File: config.mk
export PLATFORM = sky130hd
export DESIGN_NAME = sram_1p_rr_arbiter
export DESIGN_NICKNAME = d
export VERILOG_FILES = /design/src/rtl/sram_1p_rr_arbiter.sv
export SDC_FILE = /design/constraint.sdc
export NUM_CORES = 1
export LEC_CHECK = 0
export CAP_MARGIN = 20
export CORE_MARGIN = 2
export CORE_UTILIZATION = 21
export CTS_CLUSTER_SIZE = 24
export DETAILED_ROUTE_END_ITERATION = 10
export GPL_ROUTABILITY_DRIVEN = 1
export PLACE_DENSITY = 0.95
export SYNTH_ARGS = -nofsm -noshare
export SYNTH_HDL_FRONTEND = slang
export SYNTH_SLANG_ARGS = --single-unit
export TNS_END_PERCENT = 10
File: constraint.sdc
create_clock -name clock -period 3.45 [get_ports clock]
set_input_delay 0.345 -clock clock [delete_from_list [all_inputs] [get_ports clock]]
set_output_delay 0.345 -clock clock [all_outputs]
set_load 0.005 [all_outputs]
File: src/rtl/sram_1p_rr_arbiter.sv
// Two-requester round-robin arbiter in front of one single-port synchronous SRAM.
// Optional post-reset clear sequencer is compiled in with `define SRAM_ARB_INIT_EN;
// without it the block comes out of reset straight into RUN with init_done tied high.
module sram_1p_rr_arbiter #(
    parameter int unsigned       ADDR_W     = 9,
    parameter int unsigned       DATA_W     = 16,
    parameter int unsigned       DEPTH      = 512,
    parameter logic [DATA_W-1:0] INIT_VALUE = '0
) (
    input  logic              clock,
    input  logic              reset,

    input  logic              req0_valid,
    output logic              req0_ready,
    input  logic              req0_write,
    input  logic [ADDR_W-1:0] req0_addr,
    input  logic [DATA_W-1:0] req0_wdata,
    output logic              resp0_valid,
    output logic [DATA_W-1:0] resp0_rdata,

    input  logic              req1_valid,
    output logic              req1_ready,
    input  logic              req1_write,
    input  logic [ADDR_W-1:0] req1_addr,
    input  logic [DATA_W-1:0] req1_wdata,
    output logic              resp1_valid,
    output logic [DATA_W-1:0] resp1_rdata,

    output logic              sram_en,
    output logic              sram_wmode,
    output logic [ADDR_W-1:0] sram_addr,
    output logic [DATA_W-1:0] sram_wdata,
    input  logic [DATA_W-1:0] sram_rdata,

    output logic              init_done
);

    // Last granted requester; reset to 1 so requester 0 wins the first tie.
    logic rr_last;
    logic fire0;
    logic fire1;
    logic run_c;

`ifdef SRAM_ARB_INIT_EN
    localparam int unsigned CNT_W = ADDR_W + 1;

    typedef enum logic {
        INIT = 1'b0,
        RUN  = 1'b1
    } state_t;

    state_t           state;
    state_t           state_nxt;
    logic [CNT_W-1:0] init_cnt;
    logic [CNT_W-1:0] init_cnt_nxt;
    logic             init_done_q;

    // State, clear counter and init_done registers.
    always_ff @(posedge clock) begin
        if (reset) begin
            state       <= INIT;
            init_cnt    <= '0;
            init_done_q <= 1'b0;
        end else begin
            state       <= state_nxt;
            init_cnt    <= init_cnt_nxt;
            init_done_q <= (state_nxt == RUN);
        end
    end

    // Walk every entry once, then hand the SRAM over to the requesters.
    always_comb begin
        state_nxt    = state;
        init_cnt_nxt = init_cnt;
        case (state)
            INIT: begin
                init_cnt_nxt = init_cnt + CNT_W'(1);
                if (init_cnt == CNT_W'(DEPTH - 1)) begin
                    state_nxt = RUN;
                end
            end
            RUN: begin
                state_nxt = RUN;
            end
            default: begin
                state_nxt = INIT;
            end
        endcase
    end

    assign run_c     = (state == RUN);
    assign init_done = init_done_q;
`else
    // Clear sequencer absent: these parameters only shape the optional feature.
    logic cfg_unused;
    assign cfg_unused = ^{INIT_VALUE, 32'(DEPTH)};

    assign run_c     = 1'b1;
    assign init_done = 1'b1;
`endif

    // Grant decision and SRAM drive from the winner (or the clear sequencer).
    always_comb begin
        req0_ready = 1'b0;
        req1_ready = 1'b0;
        fire0      = 1'b0;
        fire1      = 1'b0;
        sram_en    = 1'b0;
        sram_wmode = req0_write;
        sram_addr  = req0_addr;
        sram_wdata = req0_wdata;
        if (run_c) begin
            req0_ready = !req1_valid || rr_last;
            req1_ready = !req0_valid || !rr_last;
            fire0      = req0_valid && req0_ready;
            fire1      = req1_valid && req1_ready;
            sram_en    = fire0 || fire1;
            if (fire1) begin
                sram_wmode = req1_write;
                sram_addr  = req1_addr;
                sram_wdata = req1_wdata;
            end
        end
`ifdef SRAM_ARB_INIT_EN
        else begin
            sram_en    = 1'b1;
            sram_wmode = 1'b1;
            sram_addr  = init_cnt[ADDR_W-1:0];
            sram_wdata = INIT_VALUE;
        end
`endif
    end

    // Round-robin history and one-cycle read response strobes.
    always_ff @(posedge clock) begin
        if (reset) begin
            rr_last     <= 1'b1;
            resp0_valid <= 1'b0;
            resp1_valid <= 1'b0;
        end else begin
            if (fire0) begin
                rr_last <= 1'b0;
            end else if (fire1) begin
                rr_last <= 1'b1;
            end
            resp0_valid <= fire0 && !req0_write;
            resp1_valid <= fire1 && !req1_write;
        end
    end

    // The macro holds read data until the next read, so the response is a wire.
    assign resp0_rdata = sram_rdata;
    assign resp1_rdata = sram_rdata;

endmodule

==> flow_summary_export.csv <==
group,metric,value,unit
placed_design,dp_hpwl,1710,um
setup_path,reg2reg_depth,2,
die,die_height,61.8,um
die,initial_core_util,22.6,%
yosys,synth_top_cell_area_share,40.2,%
yosys,yosysTopAreaCell,"mux2_2",
placed_design,dpl_cell_area,0.00135,mm^2
clocking,postCtsHoldBufs,0,
setup_path,end_kind,"output port",
power_and_ir_drop,ir_worst_vdd,0.0954,mV
placed_design,gp_congestion,0.628,
setup_path,crit_fanout,16,
power_and_ir_drop,p_total,272,uW
grt,grt_pass1_wl,2780,um
setup_path,crit_required,3110,ps
final_layout,multi_input_comb_area,363,um^2
setup_path,path_class,"primary input to output port",
sta,min_period,2720,ps
grt,grt-ovfl-total,0,
route,wl,2010,um
clocking,insertion_delay,240,ps
route,vias,671,
yosys,yosysSeqAreaShare,8.57,%
sta,finalSetupViolCount,0,
clocking,root_buffer,"clkbuf_4",
yosys,synth_cells,73,
grt,antenna_found_initial,0,
die,num_rows,20,
grt,grt_max_degree,17,
final_layout,area_growth,95.9,%
sta,min_period_over_period,78.8,%
yosys,netlist_area,701,um^2
min_path,holdCritStartpoint,"rr_last",
final_layout,fillers,329,
yosys,ys_top_cells_by_area,"mux2_2 40%, buf_4 35%, dfxtp_1 8.6%",
clocking,clockBufferDepth,2,
clocking,postCtsResizedCells,0,
yosys,ys_seq_elements,3,
power_and_ir_drop,powerDensity,198,mW/mm^2
setup_path,path_common_cell,"clkdlybuf4s50_1",
die,dieArea,0.00381,mm^2
clocking,cts_setup_buffers,0,
clocking,tritoncts,"yes",
min_path,min_path_type,"flop to flop",
route,firstDrtPassIters,2,
setup_path,ff2ff_setup_slack,2410,ps
route,ant_nets,0,
clocking,htreeDepth,1,
setup_path,cp_slowest_cell,"clkdlybuf4s50_1",
min_path,min_path_cells,2,
sta,rsz0062_at_grt,"false",
sta,slew_viol_final,0,
yosys,syn_avg_cell_area,9.60,um^2
sta,hold_viol_final,0,
final_layout,fin_util,44.2,%
clocking,clkTransAtPathRegs,40,ps
yosys,syn_nets,145,
status,status,"complete, no violations",
yosys,ys_warn_count,0,
grt,grt_usage,9.61,%
die,core_area,0.00310,mm^2
grt,grt_pass1_vias,584,
route,wl_per_cell,11.6,um
die,die_x,61.8,um
setup_path,slowest_delay,500,ps
placed_design,io_buffers,86,
setup_path,crit_start,"req0_valid",
final_layout,n_antenna_cell,0,
final_layout,final_nets,202,
die,io_pins,136,
sta,skew,0.937,ps
setup_path,cp.arrival,2370,ps
setup_path,r2r_end,"resp1_valid",
route,drc_errors,0,
min_path,holdPathEnd,"rr_last",
flow_run,drv_cap,0,
setup_path,critPathLaunchType,"primary input",
sta,fin_tns_setup,0,ps
yosys,synth.distinct_cells,13,
final_layout,design_area,0.00137,mm^2
power_and_ir_drop,leakage,0.509,nW
final_layout,regArea,60.1,um^2
route,drtIter0Drc,7,
sta,fmax,0.368,GHz
setup_path,r2r_start,"rr_last",
setup_path,cp_cell_sequence,"clkdlybuf4s50_1, a21boi_4, buf_4, mux2_2, clkdlybuf4s50_1",
clocking,cts.sinks,3,
clocking,cts_buffers,3,
route,viasPerCell,3.88,
final_layout,drive_gt1_share,24.0,%
## cell type report
class	instances	share of cell area, %
well taps	44	4.01
clock buffers	4	1.91
flip-flops and latches	3	4.38
repair buffers	87	63.3
multi-input cells	35	26.4
## layout by cell type, fill, tap and decap left out
cell type	instances
clkbuf_1	1
mux2_2	25
or2_2	1
nand3b_1	1
mux2_1	1
a21boi_4	1
nand2b_1	2
conb_1	1
clkbuf_4	3
buf_4	1
nor4bb_1	1
dfxtp_1	3
nand2_1	1
clkdlybuf4s50_1	86
nor3b_1	1
## sequential cells by signal, summed over array words and instances, names as in the netlist
name,count
resp0_valid,1
resp1_valid,1
rr_last,1
## worst max-delay path, delay by kind of cell
kind,cells,cell delay [ps]
multiplexers,1,360
buffers and inverters,3,1270
AO/OA/AOI/OAI,1,390
## worst max path at each step
| stage | end | slack, ps |
|---|---|---|
| after floorplan | sram_wdata[10] | 1950 |
| after global placement | sram_wdata[9] | 720 |
| after detailed placement | sram_wdata[4] | 690 |
| after CTS | sram_wdata[4] | 680 |
| after global routing | sram_wdata[15] | 600 |
| final | sram_wdata[4] | 730 |
## synth_stat cells, drive strengths merged
master / count
buf: 35
nand3b: 1
conb: 1
or2: 1
mux2: 26
dfxtp: 3
nor4bb: 1
nand2: 1
a21boi: 1
nand2b: 2
nor3b: 1
## cells by family after synthesis
group,share of synthesized area (%)
AO/OA/AOI/OAI,2.68
buffers and inverters,39.6
flip-flops,8.57
multiplexers,41.8
other,0.535
AND/OR/NAND/NOR,6.79
## power by group
part           switching, mW  internal, mW
Combinational         0.0396         0.130
Sequential           0.00150        0.0367
Clock                 0.0203        0.0435
Total                 0.0614         0.211
## metal layers
layer	vias up	part of all wire (%)	track usage [%]
li1	326	-	-
met1	296	34	11.8
met2	49	54	15.8
met3	0	12	3.93
met4	0	0	2.13
met5	-	0	0
## metrics by stage
step                      hold slack, ps  setup slack, ps  std cells
after CTS                            576              685        173
final                                573              733        173
after global routing                 603              598        173
after global placement               550              721        169
after detailed placement             565              687        169
after floorplan                      420             1950         73
(Power assumes the default switching activity.)
==> RTL change, RTL diff (same flow settings) <==
Change the parameter `DATA_W` from 16 to 12.
--- a/src/rtl/sram_1p_rr_arbiter.sv
+++ b/src/rtl/sram_1p_rr_arbiter.sv
@@ -3,7 +3,7 @@
 // without it the block comes out of reset straight into RUN with init_done tied high.
 module sram_1p_rr_arbiter #(
     parameter int unsigned       ADDR_W     = 9,
-    parameter int unsigned       DATA_W     = 16,
+    parameter int unsigned       DATA_W     = 12,
     parameter int unsigned       DEPTH      = 512,
     parameter logic [DATA_W-1:0] INIT_VALUE = '0
 ) (
Ports: changed (6 resized); port bits go from 136 to 112. No check against the original RTL was run, so the function may have changed too.
==> RTL change against the original RTL <==
- area after synthesis fell by 16%
- cell area fell by 13%
- worst setup slack improved by 0.014 ns
- wire length rose by 16%
- power fell by 7.9%
- die area fell by 15%
- sequential cell count did not move
- critical path depth fell by 1
- critical path type unchanged
- highest routed layer is now met4
==> RTL change: results <==
[clock_tree]
clockRootBuffer = "clkbuf_4"
post_cts_buffers = 0
cts_buffer_depth = 2
numCtsBuffers = 3
htreeDepth = 1
clk_pin_slew_ns = 0.04
cts_resized = 0
insertion_delay_ns = 0.24

[worst_hold_path]
hp-class = "reg -> reg"

[placed_design]
io_buffers = 74
placed_area_sq_um = 1160
gp_congestion = 0.695
dp_hpwl_mm = 2.05

[finish]
fillers = 269
antenna_cells = 0
drive_above_1_share_pct = 24.1
nets = 173
largestRegisters = "resp0_valid (1), resp1_valid (1), rr_last (1)"

[synth]
ys_types = 13
synth.area.top_cells = "mux2_2, buf_4, dfxtp_1"
synth_common_cells = "buf_4, mux2_2, dfxtp_1"
ys.flop_type = "dfxtp_1"
async_flop_share_pct = 0
synth_nets = 121
yosys_warnings = 0
synth-edff-count = 0
yosysSeqAreaShare_pct = 10.1

[setup_path]
regToRegSetupSlack_ns = 2.17
critPathArrivalTime_ns = 2.36
cpMaxStageDelayCell = "a21boi_4"
crit_path_max_fanout = 23
crit_path_max_incr_delay_ns = 0.64

[timing]
clock_skew_ns = 0.00257
slew_headroom_pct = 50.6

[power]
leakagePower_nw = 0.445
vdd_drop_max_v = 0.000146

[drt]
drt_iter0_markers = 18
routedWlPerCell_microns = 16.2
num_vias = 631
first_pass_iters = 3

[run_status]
status = "completed"

[global_routing]
grt_pass1_vias = 659
grt_max_degree = 24
grt_pass1_wl_mm = 3.19
antenna_found_initial = 0
grt_usage_pct = 13.5
[RTL change: cell types whose count changed in the layout (fill, tap and decap cells not counted), sizes merged]
cell and delta:
buf -1, clkdlybuf4s50 -12, mux2 -4
[RTL change: logic make-up after synthesis]
group	after synthesis	synth area share [%]
multiplexers	22	42.5
flip-flops	3	10.1
AO/OA/AOI/OAI	1	3.17
buffers and inverters	27	35.5
other	1	0.634
AND/OR/NAND/NOR	7	8.03
[RTL change: worst paths after layout]
path / depth (start not counted) / endpoint / from
max: 4 / sram_wdata[8] / req0_valid
min: 2 / rr_last / rr_last
max reg2reg: 2 / resp1_valid / rr_last
min reg2reg: 2 / rr_last / rr_last
[RTL change: report_power, final]
part | switching (W) | internal [W]
logic | 0.0000354 | 0.000112
clock network | 0.0000210 | 0.0000435
registers | 0.00000150 | 0.0000367
[RTL change: final cells by class]
cell class                 count  area [sq um]  area share, %
timing repair buffer          74           741           62.4
multi-input combinational     31           322           27.1
sequential                     3          60.1           5.06
tap                           31          38.8           3.27
clock buffer                   4          26.3           2.21
[RTL change: per-layer routing]
layer  GRT usage (%)  up-vias  wire length [microns]
li1                -      282                      -
met1            8.85      265                    576
met2            28.9       82                   1300
met3            8.39        2                    436
met4            3.99        0                     13
met5               0        -                      0
[RTL change: worst max-delay path, delay by kind of cell]
family / cells / cell delay [ns]
buf+inv: 2 / 0.95
compound gates: 1 / 0.64
mux: 1 / 0.41
[RTL change: per-stage QoR]
stage                     setup slack [ns]  power, W  utilization (%)  instances  hold WS (ns)
after floorplan                       2.04  0.000107                -         61         0.420
after global placement               0.792  0.000186             42.8        139         0.543
after detailed placement             0.720  0.000188             42.8        139         0.545
after CTS                            0.706  0.000256             43.8        143         0.563
after global routing                 0.645  0.000266             43.8        143         0.587
final                                0.747  0.000251             43.8        143         0.564
